==> src/rtl/pulse_acq_controller.sv <==
// Run-control sequencer around level_trigger_integrator: snapshots config, flushes the integrator, gates samples, counts/tags sums.
// Latency: zero-cycle combinational pass-through on both streams in RUN; control decisions take effect on the next cycle.
// Backpressure: in RUN ready/valid pass straight through; outside RUN both inputs are always ready and their beats are dropped.
// Optional idle timeout is compiled in when PULSE_ACQ_TIMEOUT_EN is defined.
module pulse_acq_controller #(
  parameter int WIDTH         = 16,
  parameter int SUM_WIDTH     = 32,
  parameter int COUNT_WIDTH   = 16,
  parameter int FLUSH_CYCLES  = 4,
  parameter int TIMEOUT_WIDTH = 32
) (
  input  logic                     clk,
  input  logic                     resetn,
  input  logic                     start,
  input  logic                     abort,
  input  logic [WIDTH-1:0]         cfg_trigger_level,
  input  logic [1:0]               cfg_trigger_enable,
  input  logic [COUNT_WIDTH-1:0]   cfg_pulse_count,
  input  logic [TIMEOUT_WIDTH-1:0] cfg_timeout,
  output logic                     busy,
  output logic                     done,
  output logic                     aborted,
  output logic                     timed_out,
  output logic [COUNT_WIDTH-1:0]   sums_accepted,
  output logic                     int_resetn,
  output logic [WIDTH-1:0]         int_trigger_level,
  output logic [1:0]               int_trigger_enable,
  input  logic                     s_tvalid,
  output logic                     s_tready,
  input  logic [WIDTH-1:0]         s_tdata,
  output logic                     g_tvalid,
  input  logic                     g_tready,
  output logic [WIDTH-1:0]         g_tdata,
  input  logic                     i_tvalid,
  output logic                     i_tready,
  input  logic [SUM_WIDTH-1:0]     i_tdata,
  output logic                     m_tvalid,
  input  logic                     m_tready,
  output logic [SUM_WIDTH-1:0]     m_tdata,
  output logic                     m_tlast
);

  localparam logic [2:0] ST_IDLE  = 3'd0;
  localparam logic [2:0] ST_FLUSH = 3'd1;
  localparam logic [2:0] ST_RUN   = 3'd2;
  localparam logic [2:0] ST_DONE  = 3'd3;
  localparam logic [2:0] ST_DRAIN = 3'd4;

  localparam int FLUSH_W = (FLUSH_CYCLES > 1) ? $clog2(FLUSH_CYCLES) : 1;
  localparam logic [FLUSH_W-1:0] FLUSH_LAST = FLUSH_W'(FLUSH_CYCLES - 1);

  logic [2:0]             state;
  logic [2:0]             state_nxt;
  logic [FLUSH_W-1:0]     flush_cnt;
  logic [COUNT_WIDTH-1:0] pulse_count;
  logic                   rst_pulse;

  logic in_run;
  logic start_ok;
  logic m_hs;
  logic last_beat;
  logic tlast_hs;
  logic abort_hit;
  logic timeout_hit;

  assign in_run    = (state == ST_RUN);
  assign start_ok  = (state == ST_IDLE) && start;
  assign m_hs      = in_run && i_tvalid && m_tready;
  // Count 0 means continuous: never tag a beat as last.
  assign last_beat = (pulse_count != '0) &&
                     ((sums_accepted + COUNT_WIDTH'(1)) == pulse_count);
  assign tlast_hs  = m_hs && last_beat;
  // A completing tlast beat outranks a coincident abort.
  assign abort_hit = abort && ((state == ST_FLUSH) || (in_run && !tlast_hs));

`ifdef PULSE_ACQ_TIMEOUT_EN
  logic [TIMEOUT_WIDTH-1:0] idle_cnt;

  assign timeout_hit = in_run && !m_hs && (cfg_timeout != '0) &&
                       ((idle_cnt + TIMEOUT_WIDTH'(1)) == cfg_timeout);

  // Idle counter: cycles in RUN since entry or since the last accepted sum.
  always_ff @(posedge clk) begin
    if (!resetn) begin
      idle_cnt <= '0;
    end else if (!in_run || m_hs) begin
      idle_cnt <= '0;
    end else begin
      idle_cnt <= idle_cnt + TIMEOUT_WIDTH'(1);
    end
  end

  // Sticky timeout cause; abort and tlast take precedence when coincident.
  always_ff @(posedge clk) begin
    if (!resetn) begin
      timed_out <= 1'b0;
    end else if (start_ok) begin
      timed_out <= 1'b0;
    end else if (timeout_hit && !abort_hit) begin
      timed_out <= 1'b1;
    end
  end
`else
  logic unused_cfg_timeout;

  assign unused_cfg_timeout = ^cfg_timeout;
  assign timeout_hit        = 1'b0;
  assign timed_out          = 1'b0;
`endif

  // Next-state selection for the run sequencer.
  always_comb begin
    state_nxt = state;
    case (state)
      ST_IDLE: begin
        if (start) state_nxt = ST_FLUSH;
      end
      ST_FLUSH: begin
        if (abort)                        state_nxt = ST_DRAIN;
        else if (flush_cnt == FLUSH_LAST) state_nxt = ST_RUN;
      end
      ST_RUN: begin
        if (tlast_hs)                  state_nxt = ST_DONE;
        else if (abort || timeout_hit) state_nxt = ST_DRAIN;
      end
      ST_DONE:  state_nxt = ST_IDLE;
      ST_DRAIN: state_nxt = ST_IDLE;
      default:  state_nxt = ST_IDLE;
    endcase
  end

  // State register.
  always_ff @(posedge clk) begin
    if (!resetn) begin
      state <= ST_IDLE;
    end else begin
      state <= state_nxt;
    end
  end

  // Flush length counter; restarts from zero every time FLUSH is entered.
  always_ff @(posedge clk) begin
    if (!resetn) begin
      flush_cnt <= '0;
    end else if (state == ST_FLUSH) begin
      flush_cnt <= flush_cnt + FLUSH_W'(1);
    end else begin
      flush_cnt <= '0;
    end
  end

  // One-cycle integrator reset after our own reset releases.
  always_ff @(posedge clk) begin
    if (!resetn) begin
      rst_pulse <= 1'b1;
    end else begin
      rst_pulse <= 1'b0;
    end
  end

  // Config snapshot taken on an accepted start.
  always_ff @(posedge clk) begin
    if (!resetn) begin
      int_trigger_level  <= '0;
      int_trigger_enable <= '0;
      pulse_count        <= '0;
    end else if (start_ok) begin
      int_trigger_level  <= cfg_trigger_level;
      int_trigger_enable <= cfg_trigger_enable;
      pulse_count        <= cfg_pulse_count;
    end
  end

  // Accepted-sum counter; wraps naturally in continuous mode.
  always_ff @(posedge clk) begin
    if (!resetn) begin
      sums_accepted <= '0;
    end else if (start_ok) begin
      sums_accepted <= '0;
    end else if (m_hs) begin
      sums_accepted <= sums_accepted + COUNT_WIDTH'(1);
    end
  end

  // Sticky abort cause, cleared by the next accepted start.
  always_ff @(posedge clk) begin
    if (!resetn) begin
      aborted <= 1'b0;
    end else if (start_ok) begin
      aborted <= 1'b0;
    end else if (abort_hit) begin
      aborted <= 1'b1;
    end
  end

  // Stream gating and status decode.
  always_comb begin
    g_tvalid   = in_run && s_tvalid;
    s_tready   = in_run ? g_tready : 1'b1;
    g_tdata    = s_tdata;
    m_tvalid   = in_run && i_tvalid;
    i_tready   = in_run ? m_tready : 1'b1;
    m_tdata    = i_tdata;
    m_tlast    = in_run && last_beat;
    busy       = (state == ST_FLUSH) || (state == ST_RUN) || (state == ST_DRAIN);
    done       = (state == ST_DONE) || (state == ST_DRAIN);
    int_resetn = !(rst_pulse || (state == ST_FLUSH) || (state == ST_DRAIN));
  end

endmodule

==> config.mk <==
export PLATFORM = sky130hd
export DESIGN_NAME = pulse_acq_controller
export DESIGN_NICKNAME = d
export VERILOG_FILES = /design/src/rtl/pulse_acq_controller.sv
export SDC_FILE = /design/constraint.sdc
export NUM_CORES = 1
export LEC_CHECK = 0
export CAP_MARGIN = 20
export CORE_MARGIN = 2
export CORE_UTILIZATION = 37
export CTS_BUF_LIST = sky130_fd_sc_hd__clkbuf_4 sky130_fd_sc_hd__clkbuf_8
export CTS_CLUSTER_DIAMETER = 120
export DETAILED_ROUTE_END_ITERATION = 6
export GPL_ROUTABILITY_DRIVEN = 0
export GPL_TIMING_DRIVEN = 0
export PLACE_DENSITY_LB_ADDON = 0.3
export SETUP_SLACK_MARGIN = 0.1
export SLEW_MARGIN = 10
export SYNTH_ARGS = -nofsm -noshare
export SYNTH_HDL_FRONTEND = slang
export SYNTH_SLANG_ARGS = --single-unit
==> constraint.sdc <==
create_clock -name clk -period 3.5 [get_ports clk]
set_clock_uncertainty 0.15 [all_clocks]
set_input_delay 0.875 -clock clk [delete_from_list [all_inputs] [get_ports clk]]
set_output_delay 0.875 -clock clk [all_outputs]
set_load 0.03 [all_outputs]
Word-level counts from Yosys, hierarchy flattened

Cells that the tools add are included.

Register bits after elaboration: 57
Output and inout bits: 92
Word-level logic and storage cells: 51

$add $sub $neg: 2
Eq/ne operators: 9
Muxes and demuxes: 9
Bitwise gates (word level): 1
Reduce and logical (&&, ||, !) cells: 22

Operator list:

| operator                                                        | count |
|---|---|
| 16-bit by 1-bit adder with 16-bit output, second input constant | 1 |
| 16-bit == test                                                  | 1 |
| 16-bit nonzero test                                             | 1 |
| 3-bit two-way mux                                               | 5 |
| 1-bit logical AND                                               | 9 |
| 3-bit one-hot mux with 3 select lines                           | 1 |
| 3-bit by 2-bit == test with 1-bit output, second input constant | 2 |
| 1-bit logical OR                                                | 6 |
| 3-bit by 2-bit != test with 1-bit output, second input constant | 2 |
| 3-bit by 1-bit == test with 1-bit output, second input constant | 1 |
| 3-bit == test, second input constant                            | 1 |
| 3-bit logical NOT                                               | 1 |
| 1-bit two-way mux                                               | 3 |
| 3-bit AND reduction                                             | 1 |
| 2-bit by 1-bit adder with 2-bit output, second input constant   | 1 |
| 2-bit == test, second input constant                            | 1 |
| 1-bit logical NOT                                               | 2 |
| 2-bit != test, second input constant                            | 1 |
| 2-bit AND reduction                                             | 1 |
| 2-bit OR reduction                                              | 1 |
| 1-bit inverter                                                  | 1 |

Longest topological paths before layout

Depth after elaboration: 8
Depth in mapped cells: 9
Depth with buffers taken out: 8

Least setup slack after synthesis

OpenSTA, ideal clock, no wires.

Path kind: register -> output
From: register sums_accepted[0]
To: output m_tlast
Arrival time: 2.992 ns
Data required time: 2.475 ns
Setup slack: -0.517 ns
Stages on the path, launching flop included: 7
Buffers on the path: 0
Cell sequence: dfxtp_1 > ha_1 > nand3_2 > o31a_1 > o41a_1 > o2bb2ai_2 > nor4b_1

Word-level cells in the longest chain between the ends: 4

RTL lines:

| item                                     | RTL line | source |
|---|---|---|
| start, declared                          | 24       | `output logic [COUNT_WIDTH-1:0] sums_accepted,` |
| start signal, assigned                   | 181      | `sums_accepted <= sums_accepted + COUNT_WIDTH'(1);` |
| 16-bit by 1-bit adder with 16-bit output | 71       | `((sums_accepted + COUNT_WIDTH'(1)) == pulse_count);` |
| 16-bit == test                           | 71       |  |
| 1-bit logical AND                        | 70       | `assign last_beat = (pulse_count != '0) &&` |
| 1-bit logical AND                        | 204      | `m_tlast = in_run && last_beat;` |
| end, declared                            | 40       | `output logic m_tlast` |

No other way between the ends.

Worst setup path after layout

From: register sums_accepted[11]
To: output m_tlast

The elaborated chain is that of the path after synthesis.

==> impl_metrics.py <==
metrics = {
    "logic_synthesis": {
        "ys.flop_type": "dfxtp_1",
        "synthCells": 405,
        "synth_area_leader_cell": "dfxtp_1",
        "ys_seq_elements": 57,
        "synth_edf_count": 0,
        "yosysWarnings": 0,
        "syn_nets": 529,
        "yosysTopAreaCellShare_pct": 35.8,
        "ys_async_sr_fraction_pct": 0,
        "yosysUniqueCellTypes": 54,
        "yosysSeqAreaShare_pct": 35.8,
        "syn_area_per_cell_sq_um": 7.87,
        "yosys-top-cells-area": "dfxtp_1, buf_4, nand2_1, a21oi_1, xnor2_1",
        "synth_area_sq_mm": 0.00319,
    },
    "clock_tree": {
        "clockBufferDepth": 2,
        "clk_pin_slew_ps": 60,
        "cts.sinks": 57,
        "worstSkewPairLatency_ps": 340,
        "cts.root.buffer_cell": "clkbuf_8",
        "cts_tree": "done",
        "cts_made_buffers": 9,
        "ctsHtreeMaxLevel": 3,
        "ctsHoldBuffers": 0,
    },
    "detailed_routing": {
        "vias_per_cell": 4.82,
        "vias": 3196,
        "wire_per_inst_um": 13.0,
        "drc_errors": 0,
        "drt_wl_total_um": 8600,
        "drtPass1Iterations": 4,
        "ant_nets": 0,
        "drt_iter0_markers": 147,
    },
    "layout": {
        "final_common_cell": "clkdlybuf4s50_1",
        "diodes": 0,
        "regArea_sq_mm": 0.00116,
        "num-fill-cells": 756,
        "layout_common_cells": "clkdlybuf4s50_1, nand2_1, buf_4",
        "fin_cells": 663,
        "drive_gt1_share_pct": 19.5,
        "multi_input_area_sq_mm": 0.00165,
        "area_growth_pct": 56.5,
        "post-route-util_pct": 60.1,
        "nets": 678,
        "stdcell_area_sq_mm": 0.00499,
    },
    "job": {
        "max_cap_violations": 0,
    },
    "place": {
        "placed_cells": 642,
        "dp_hpwl_um": 6580,
        "portBuffers": 132,
        "placed_area_sq_mm": 0.00466,
    },
    "worst_setup_path": {
        "startpoint_type": "flop",
        "slowest_delay_ps": 470,
        "worst-path-buf-inv": 1,
        "crit_path_top_delay_cell": "dfxtp_1",
        "worstPathMaxFanout": 6,
        "critical_path.top_delay_family": "simple AND/OR/NAND/NOR gates",
        "r2r-start": "sums_accepted[0]",
        "cp.arrival_ps": 2450,
        "crit_path_cell_trace": "and4_1, nand4_1, xnor2_2, nand3_1, or3b_4, nor4b_4, buf_6",
        "critPathRequiredTime_ps": 2470,
        "r2r_end": "state[0]",
        "crit_path_end_kind": "output pin",
        "reg2reg_depth": 8,
        "ff2ff_setup_slack_ps": 1120,
        "path_class": "reg2out",
    },
    "power_and_ir_drop": {
        "total_power_mw": 1.79,
        "p_leak_nw": 1.88,
        "p_per_area_mw_per_mm2": 360,
        "ir_drop_mv": 0.276,
    },
    "global_routing": {
        "grt_max_degree": 11,
        "grt.overflow.total": 0,
        "grtUsageTotal_pct": 18.2,
        "grt_pass1_wl_um": 14400,
        "antenna_found_initial": 0,
        "grt_pass1_vias": 3195,
    },
    "floorplanning": {
        "die_area_sq_mm": 0.00938,
        "start_util_pct": 38.4,
        "num_rows": 33,
        "die_height_um": 96.8,
        "die_width_um": 96.8,
        "coreArea_sq_mm": 0.00830,
        "pin_count": 214,
    },
    "sta": {
        "period_share_pct": 99.4,
        "fmax_mhz": 287,
        "fin_crit_ps": 3480,
        "slew_viol_final": 0,
        "setup_viol": 0,
        "hold_viol": 0,
        "holdWs_ps": 295,
        "rsz0062_at_grt": "yes",
    },
    "min_path": {
        "worstHoldPathCells": 1,
        "worstHoldStart": "flush_cnt[0]",
        "holdPathEnd": "flush_cnt[0]",
        "hold_path_class": "reg2reg",
    },
    "run_status": {
        "status": "finished clean",
    },
}
==> sequential cells by signal (all words and copies together), names as in the netlist <==
name,cells
int_trigger_level,16
pulse_count,16
sums_accepted,16
state,3
flush_cnt,2
int_trigger_enable,2
aborted,1
rst_pulse,1
==> per-stage QoR <==
| stage | setup TNS, ps | setup slack, ps |
|---|---|---|
| 2_1_floorplan | 0 | 115 |
| 3_3_place_gp | -315 | -315 |
| 3_5_place_dp | -358 | -358 |
| 4_1_cts | 0 | 25.1 |
| 5_1_grt | -148 | -148 |
| 6_report | 0 | 20.7 |
==> timing repair <==
item                                    4_1_cts  5_1_grt
endpoints found under the setup margin        1        2
gates cloned                                  0        0
pin swaps                                     5        0
gates resized for setup                      30        3
buffers inserted                              7        0
==> cells in the mapped netlist (all sizes together) (3+ instances only) <==
library cell / n
nor3: 5
inv: 4
nand2b: 7
and2: 4
or3: 6
and4: 4
nor3b: 3
dfxtp: 57
clkbuf: 13
xor2: 13
nor4: 8
nand3: 13
nand4: 8
nand2: 86
a31oi: 3
xnor2: 15
o21ai: 8
nor2: 21
buf: 53
a21oi: 45
==> cells by family (layout without fill, tap and decap cells) <==
group | count (synthesis) | after routing | share of synthesized area, %
other | 1 | 1 | 0.118
adders and majority gates | 2 | 2 | 0.785
AOI/OAI and AO/OA | 72 | 72 | 13.6
muxes | 2 | 2 | 0.628
buffers and inverters | 71 | 224 | 15.0
DFF | 57 | 57 | 35.8
and+or+nand+nor | 172 | 172 | 26.4
xor gates and xnor gates | 28 | 28 | 7.69
==> worst max path at each step <==
stage                            startpoint       to  slack (ps)  depth (start not counted)
after global placement     sums_accepted[1]  m_tlast        -320                          7
after floorplan            sums_accepted[1]  m_tlast         120                          6
after global routing       sums_accepted[5]  m_tlast        -150                          9
after CTS                  sums_accepted[5]  m_tlast          30                          9
final                     sums_accepted[11]  m_tlast          20                          7
after detailed placement   sums_accepted[1]  m_tlast        -360                          7
==> report_power, final <==
group | internal, mW | switching (mW) | total (mW) | leakage [nW]
combinational | 0.223 | 0.244 | 0.468 | 1.31
sequential | 0.682 | 0.0268 | 0.709 | 0.471
clock | 0.343 | 0.274 | 0.617 | 0.0981
total | 1.25 | 0.545 | 1.79 | 1.88
==> worst reg2reg max path, cell delays in order (launching register included) <==
cell and delay [ps]:
dfxtp_4 390, buf_4 120, nand4_1 140, or3_4 410
a211o_1 260, a21oi_2 160, o2bb2ai_2 120, nor4_4 370
o211a_1 200
==> layout make-up <==
class,count,area share (%)
Timing Repair Buffer,139,27.6
Clock inverter,5,1.13
Sequential cell,57,23.2
Tap cell,105,2.63
Inverter,5,0.376
Clock buffer,10,2.76
Multi-Input combinational cell,277,33.1
Buffer,65,9.26
==> layer usage <==
metal,vias up,wire length [um],track usage (%)
met3,13,708,6.65
met1,1429,3620,21.0
met4,0,142,6.39
met2,133,4130,31.0
li1,1621,-,-
met5,-,0,0
Note: power is estimated with default switching activity, not from simulation.
